File: config.mk
export PLATFORM = sky130hd
export DESIGN_NAME = cpu_control
export DESIGN_NICKNAME = d
export VERILOG_FILES = /design/src/rtl/cpu_control.sv
export SDC_FILE = /design/constraint.sdc
export NUM_CORES = 1
export LEC_CHECK = 0
export ABC_AREA = 1
export BUFFER_PORTS_ARGS = -buffer_cell sky130_fd_sc_hd__buf_2
export CAP_MARGIN = 40
export CELL_PAD_IN_SITES_DETAIL_PLACEMENT = 1
export CELL_PAD_IN_SITES_GLOBAL_PLACEMENT = 1
export CORE_ASPECT_RATIO = 1.2
export CORE_MARGIN = 3
export CORE_UTILIZATION = 38
export CTS_BUF_LIST = sky130_fd_sc_hd__clkbuf_8 sky130_fd_sc_hd__clkbuf_16
export DETAILED_ROUTE_END_ITERATION = 8
export PLACE_DENSITY_LB_ADDON = 0.1
export SLEW_MARGIN = 20
export SYNTH_ARGS = -nofsm -noshare
export SYNTH_HDL_FRONTEND = slang
export SYNTH_SLANG_ARGS = --single-unit
File: constraint.sdc
create_clock -name clk -period 1.97 [get_ports clk]
set_input_delay 0.2955 -clock clk [delete_from_list [all_inputs] [get_ports clk]]
set_output_delay 0.2955 -clock clk [all_outputs]
set_load 0.03 [all_outputs]
File: src/rtl/cpu_control.sv
// cpu_control: four-phase (Q1..Q4) instruction sequencer for a PIC10-compatible core.
// Owns PC, 2-level return stack, W, STATUS {Z,DC,C} and skip handling.
// Optional macro CPU_SLEEP_EN adds the SLEEP state and wake_in handling.
//
// state     | meaning
// FETCH     | Q1: prog_addr = PC, PC increments at the edge
// DECODE    | Q2: IR loads prog_data at the edge
// EXECUTE   | Q3: ALU sees IR, write strobes armed for Q4
// WRITEBACK | Q4: W/STATUS/PC/stack commit at the edge
// SLEEP     | halted until wake_in (CPU_SLEEP_EN only)
module cpu_control #(
  parameter int PC_WIDTH = 9
) (
  input  logic                clk,
  input  logic                resetn,
  output logic [PC_WIDTH-1:0] prog_addr,
  input  logic [11:0]         prog_data,
  output logic [11:0]         alu_op_out,
  output logic [7:0]          alu_w_out,
  output logic                status_c_out,
  input  logic [7:0]          alu_result_in,
  input  logic [2:0]          alu_flags_in,
  input  logic                alu_c_load_in,
  input  logic                alu_dc_load_in,
  input  logic                alu_z_load_in,
  output logic [4:0]          rf_addr,
  output logic [7:0]          rf_wdata,
  output logic                rf_we,
  output logic                option_we,
  output logic [2:0]          tris_we,
  input  logic                wake_in,
  output logic                sleeping,
  output logic                instr_done
);

`ifdef CPU_SLEEP_EN
  typedef enum logic [2:0] {FETCH, DECODE, EXECUTE, WRITEBACK, SLEEP} state_t;
`else
  typedef enum logic [1:0] {FETCH, DECODE, EXECUTE, WRITEBACK} state_t;
`endif

  state_t              state_q;
  logic [PC_WIDTH-1:0] pc_q, stack0_q, stack1_q;
  logic [11:0]         ir_q;
  logic [7:0]          w_q;
  logic [2:0]          status_q;   // {Z, DC, C}
  logic                skip_q;

  logic       is_byte_d, is_movwf, is_clrw, is_clrf, is_bcf, is_bsf;
  logic       is_btfsc, is_btfss, is_fsz, is_retlw, is_call, is_goto, is_lit, is_option;
  logic       dest_file, dest_w, skip_cond;
  logic [2:0] tris_sel, status_next;

  // Instruction decode from the held IR
  always_comb begin
    is_byte_d = (ir_q[11:10] == 2'b00) && (ir_q[9:7] != 3'b000);
    is_movwf  = (ir_q[11:5] == 7'b0000001);
    is_clrw   = (ir_q[11:5] == 7'b0000010);
    is_clrf   = (ir_q[11:5] == 7'b0000011);
    is_bcf    = (ir_q[11:8] == 4'b0100);
    is_bsf    = (ir_q[11:8] == 4'b0101);
    is_btfsc  = (ir_q[11:8] == 4'b0110);
    is_btfss  = (ir_q[11:8] == 4'b0111);
    is_fsz    = (ir_q[11:6] == 6'b001011) || (ir_q[11:6] == 6'b001111);
    is_retlw  = (ir_q[11:8] == 4'b1000);
    is_call   = (ir_q[11:8] == 4'b1001);
    is_goto   = (ir_q[11:9] == 3'b101);
    is_lit    = (ir_q[11:10] == 2'b11) || is_retlw;
    is_option = (ir_q == 12'h002);
    tris_sel  = 3'b000;
    case (ir_q)
      12'h005: tris_sel = 3'b001;
      12'h006: tris_sel = 3'b010;
      12'h007: tris_sel = 3'b100;
      default: tris_sel = 3'b000;
    endcase
    dest_file = (is_byte_d && ir_q[5]) || is_movwf || is_clrf || is_bcf || is_bsf;
    dest_w    = (is_byte_d && !ir_q[5]) || is_clrw || is_lit;
    skip_cond = ((is_fsz || is_btfsc) && alu_flags_in[2]) || (is_btfss && !alu_flags_in[2]);
  end

  // STATUS update: direct file write first, strobe-loaded bits override it
  always_comb begin
    status_next = status_q;
    if (dest_file && (ir_q[4:0] == 5'h03)) status_next = alu_result_in[2:0];
    if (alu_c_load_in)  status_next[0] = alu_flags_in[0];
    if (alu_dc_load_in) status_next[1] = alu_flags_in[1];
    if (alu_z_load_in)  status_next[2] = alu_flags_in[2];
  end

  // Datapath outputs; the ALU only sees the opcode in Q3/Q4 of a non-skipped instruction
  always_comb begin
    alu_op_out = 12'h000;
    if (((state_q == EXECUTE) || (state_q == WRITEBACK)) && !skip_q) alu_op_out = ir_q;
  end

  assign prog_addr    = pc_q;
  assign alu_w_out    = w_q;
  assign status_c_out = status_q[0];
  assign rf_addr      = ir_q[4:0];
  assign rf_wdata     = alu_result_in;

`ifndef CPU_SLEEP_EN
  logic unused_wake;
  assign unused_wake = wake_in;
  assign sleeping    = 1'b0;
`endif

  // Sequencer: phase advance, registered Q4 strobes and all architectural commits
  always_ff @(posedge clk or negedge resetn) begin
    if (!resetn) begin
      state_q    <= FETCH;
      pc_q       <= '0;
      stack0_q   <= '0;
      stack1_q   <= '0;
      ir_q       <= 12'h000;
      w_q        <= 8'h00;
      status_q   <= 3'b000;
      skip_q     <= 1'b0;
      rf_we      <= 1'b0;
      option_we  <= 1'b0;
      tris_we    <= 3'b000;
      instr_done <= 1'b0;
`ifdef CPU_SLEEP_EN
      sleeping   <= 1'b0;
`endif
    end else begin
      rf_we      <= 1'b0;
      option_we  <= 1'b0;
      tris_we    <= 3'b000;
      instr_done <= 1'b0;
      case (state_q)
        FETCH: begin
          pc_q    <= pc_q + PC_WIDTH'(1);
          state_q <= DECODE;
        end
        DECODE: begin
          ir_q    <= prog_data;
          state_q <= EXECUTE;
        end
        EXECUTE: begin
          // Strobes are raised for exactly the Q4 cycle
          state_q    <= WRITEBACK;
          instr_done <= 1'b1;
          if (!skip_q) begin
            rf_we     <= dest_file;
            option_we <= is_option;
            tris_we   <= tris_sel;
          end
        end
        WRITEBACK: begin
          state_q <= FETCH;
          if (skip_q) begin
            skip_q <= 1'b0;
          end else begin
            if (dest_w) w_q <= alu_result_in;
            status_q <= status_next;
            skip_q   <= skip_cond;
            if (is_goto) begin
              pc_q <= PC_WIDTH'(ir_q[8:0]);
            end else if (is_call) begin
              pc_q     <= PC_WIDTH'({1'b0, ir_q[7:0]});
              stack0_q <= pc_q;
              stack1_q <= stack0_q;
            end else if (is_retlw) begin
              pc_q     <= stack0_q;
              stack0_q <= stack1_q;
            end
`ifdef CPU_SLEEP_EN
            if (ir_q == 12'h003) begin
              state_q  <= SLEEP;
              sleeping <= 1'b1;
            end
`endif
          end
        end
`ifdef CPU_SLEEP_EN
        SLEEP: begin
          if (wake_in) begin
            state_q  <= FETCH;
            sleeping <= 1'b0;
          end
        end
`endif
        default: state_q <= FETCH;
      endcase
    end
  end

endmodule

==> metrics.md <==
| Metric | Value |
|---|---|
| Ys flop type | dfrtp_1 |
| Utilization after layout | 0.504 |
| Slew Viols, Final | 0 |
| IO buf count | 73 |
| # diodes | 0 |
| Cell Pwr Density | between 900 and 1000 nW/um^2 |
| Largest fanout on the critical path | 6 |
| Layout net count | 497 |
| Initial Utilization | 0.401 |
| Cell Rows | 34 |
| Reg2reg end | stack0_q[0]$_DFFE_PN0P_ |
| Least-Margin Pin Slew | a little over 0.5 ns |
| Vias in the first global route | 2893 |
| DR DRC count | 0 |
| Gp weighted congestion | 0.860 |
| Via Count | approximately 2800 |
| Routed met2 length | around 4400 um |
| CP Data Arrival Time | 1.61 ns |
| Drt first pass iters | 4 |
| Number of flops mapped to enable cells by yosys | 0 |
| Largest net degree at the start of global routing | 38 |
| Yosys reg bits | 57 |
| Peak VDD IR | ~0.60 mV |
| Rel. slew slack | 0.659 |
| Share of cells above drive strength 1 | 0.259 |
| Io pins | 79 |
| Die height | approximately 100 um |
| Hold Violations, Final | 0 |
| Leading area contributor after synthesis | dfrtp_1 |
| Area Overhead vs Synth | 25.8% |
| Mean Syn Cell Area | between 7 and 8 sq um |
| Setup TNS | 0 ns |
| Wl on met1 | about 3600 um |
| Final min period | around 1.9 ns |
| Seq/Total Area, Yosys | 0.478 |
| CTS clock-pin slew for the worst setup and hold paths | around 0.07 ns |
| Synth top area cells | dfrtp_1 (48%), nand2_1 (14%), nor2_1 (6.9%) |
| Dpl ws | 0.235 ns |
| CP Class | reg2out |
| Skew-Pair Late Insertion Delay | between 0.3 and 0.4 ns |
| CTS tree | done |
| Worst min path class | in2reg |
| DR top layer | met4 |
| Fin crit share | 0.968 |
| WP data required | about 1.7 ns |
| Routed Antenna Nets | 0 |
| Hpwl dp | between 6000 and 7000 um |
| # clock sinks | 57 |
| CTS Buf Count | 9 |
| CTS Root Cell | clkbuf_8 |
| Worst Setup SP | state_q[1]$_DFF_PN0_ |
| Worst Skew | between 0.01 and 0.015 ns |
| Yosys cell types | 30 |
| DR WL met3 | about 430 um |
| Max-Cap Viols | 0 |
| Top cell type's share of synthesized area | 0.478 |
| Synth Cell Area | 2990 sq um |
| Core Region | ~7400 sq um |
| Run status | finished, final reports clean |
| Via density | 5.09 |
| Asr flop ratio synth | 1.00 |
| Worst flop-to-flop path startpoint | state_q[1]$_DFF_PN0_ |
| Final WS setup | 0.0638 ns |
| Chip width | between 80 and 90 um |
| F_max | between 0.5 and 0.6 GHz |
| Overall power | between 0.003 and 0.004 W |
| Post-Route Hold Slack | 0.164 ns |
| Slack of the worst reg-to-reg path | 0.35 ns |
| Detailed Route Iter0 Violations | a little under 80 |
| Gate Count Post-Synth | 386 |
| Setup violators final | 0 |
| Setup crit end kind | primary output |
| Yosys warning total | 0 |
| H-tree depth | 3 |
| Syn_nets | 420 |
| Nature of the critical path startpoint | register |
| Die footprint | roughly 9000 sq um |
| Final wirelength | between 8000 and 9000 um |
| Post-DR wirelength/cell | ~15 um |
| Leakage | about 2.0 nW |
| Initial antenna violation count | 0 |
| FF-to-FF path depth | 8 |
| Buffer depth of the longest clock path | 2 |
| Global-route wire length before repair | about 14000 um |
| Crit path to | alu_op_out[2] |
| Global Route Usage Sum | 0.203 |
| GRT Residual Overflow | 0 |
-- cell usage after synthesis (2+ instances only) --
cell type and instances:
nand2_1 109, dfrtp_1 57, nor2_1 55, inv_1 36
o21ai_0 33, nand3_1 31, buf_4 14, a21oi_1 11
o22ai_1 7, ha_1 5, clkbuf_1 3, nor3_1 3
buf_2 2, buf_6 2, nand2_2 2, nor2_8 2
-- power breakdown --
group / internal (W) / switching [W]
logic: 0.000253 / 0.000561
clock network: 0.000868 / 0.000494
registers: 0.00132 / 0.000169
-- layer usage --
layer	vias to the layer above	track usage
met3	17	0.0392
met4	0	0.0899
li1	1366	-
met2	86	0.350
met1	1371	0.246
met5	-	0
-- through the flow --
stage          cell area, sq um  cells
2_1_floorplan              2990    386
3_3_place_gp               3390    536
3_5_place_dp               3390    536
4_1_cts                    3700    555
5_1_grt                    3750    558
6_report                   3750    558
-- cell usage in the layout (no fill, tap or decap), drive strengths merged, types with 3 or more instances in the layout --
cell / instances
nand2: 111
buf: 87
nor2: 58
dfrtp: 57
inv: 38
o21ai: 33
nand3: 32
a21oi: 13
clkbuf: 10
o22ai: 7
ha: 5
nor3: 3
bufinv: 3
clkinv: 3
-- critical path, cell delays in order, from the launching register on --
cell	delay [ns]
dfrtp_1	0.40
buf_6	0.13
ha_4	0.16
nand2_4	0.08
inv_2	0.05
nor2_4	0.10
buf_6	0.13
nor2_1	0.04
buf_4	0.17
-- kinds of logic (layout without fill, tap and decap cells) --
kind of cell               count (synthesis)  count (layout)  synth area share
AOI/OAI and AO/OA                         55              55             0.102
adders and majority gates                  5               5            0.0210
buffers and inverters                     61             143             0.101
DFF                                       57              57             0.478
other                                      1               1           0.00126
and+or+nand+nor                          207             207             0.297
-- state kept, by name (all words and copies together) (netlist names) --
signal	flops
instr_done	1
prog_addr	9
stack1_q	9
ir_q	12
rf_we	1
status_q	1
alu_w_out	8
stack0_q	9
state_q	2
tris_we	3
skip_q	1
option_we	1
-- cell type report --
type / instances / area, sq um
clock inverter: 6 / 106
fill: 971 / 3690
inverter: 39 / 148
tap: 90 / 113
timing repair buffer: 88 / 532
multi-input combinational: 268 / 1290
sequential: 57 / 1430
clock buffer: 10 / 138
-- how the worst min path moves through the flow --
stage / startpoint / slack [ns] / endpoint / cells after the start
3_5_place_dp: resetn / 0.29 / tris_we[1]$_DFF_PN0_ / 1
6_report: prog_data[5] / 0.16 / ir_q[5]$_DFFE_PN0N_ / 3
2_1_floorplan: resetn / -0.00009 / alu_w_out[0]$_DFFE_PN0P_ / 0
3_3_place_gp: resetn / 0.30 / tris_we[1]$_DFF_PN0_ / 1
5_1_grt: prog_data[8] / 0.16 / ir_q[8]$_DFFE_PN0N_ / 3
4_1_cts: prog_data[5] / 0.15 / ir_q[5]$_DFFE_PN0N_ / 3
-- timing repair --
action	CTS	global route
buffers inserted	2	3
hold buffers	1	0
resized for setup	17	9
hold endpoints to repair	20	0
endpoints found under the setup margin	12	12
pin swaps	0	2
(Power assumes the default switching activity.)
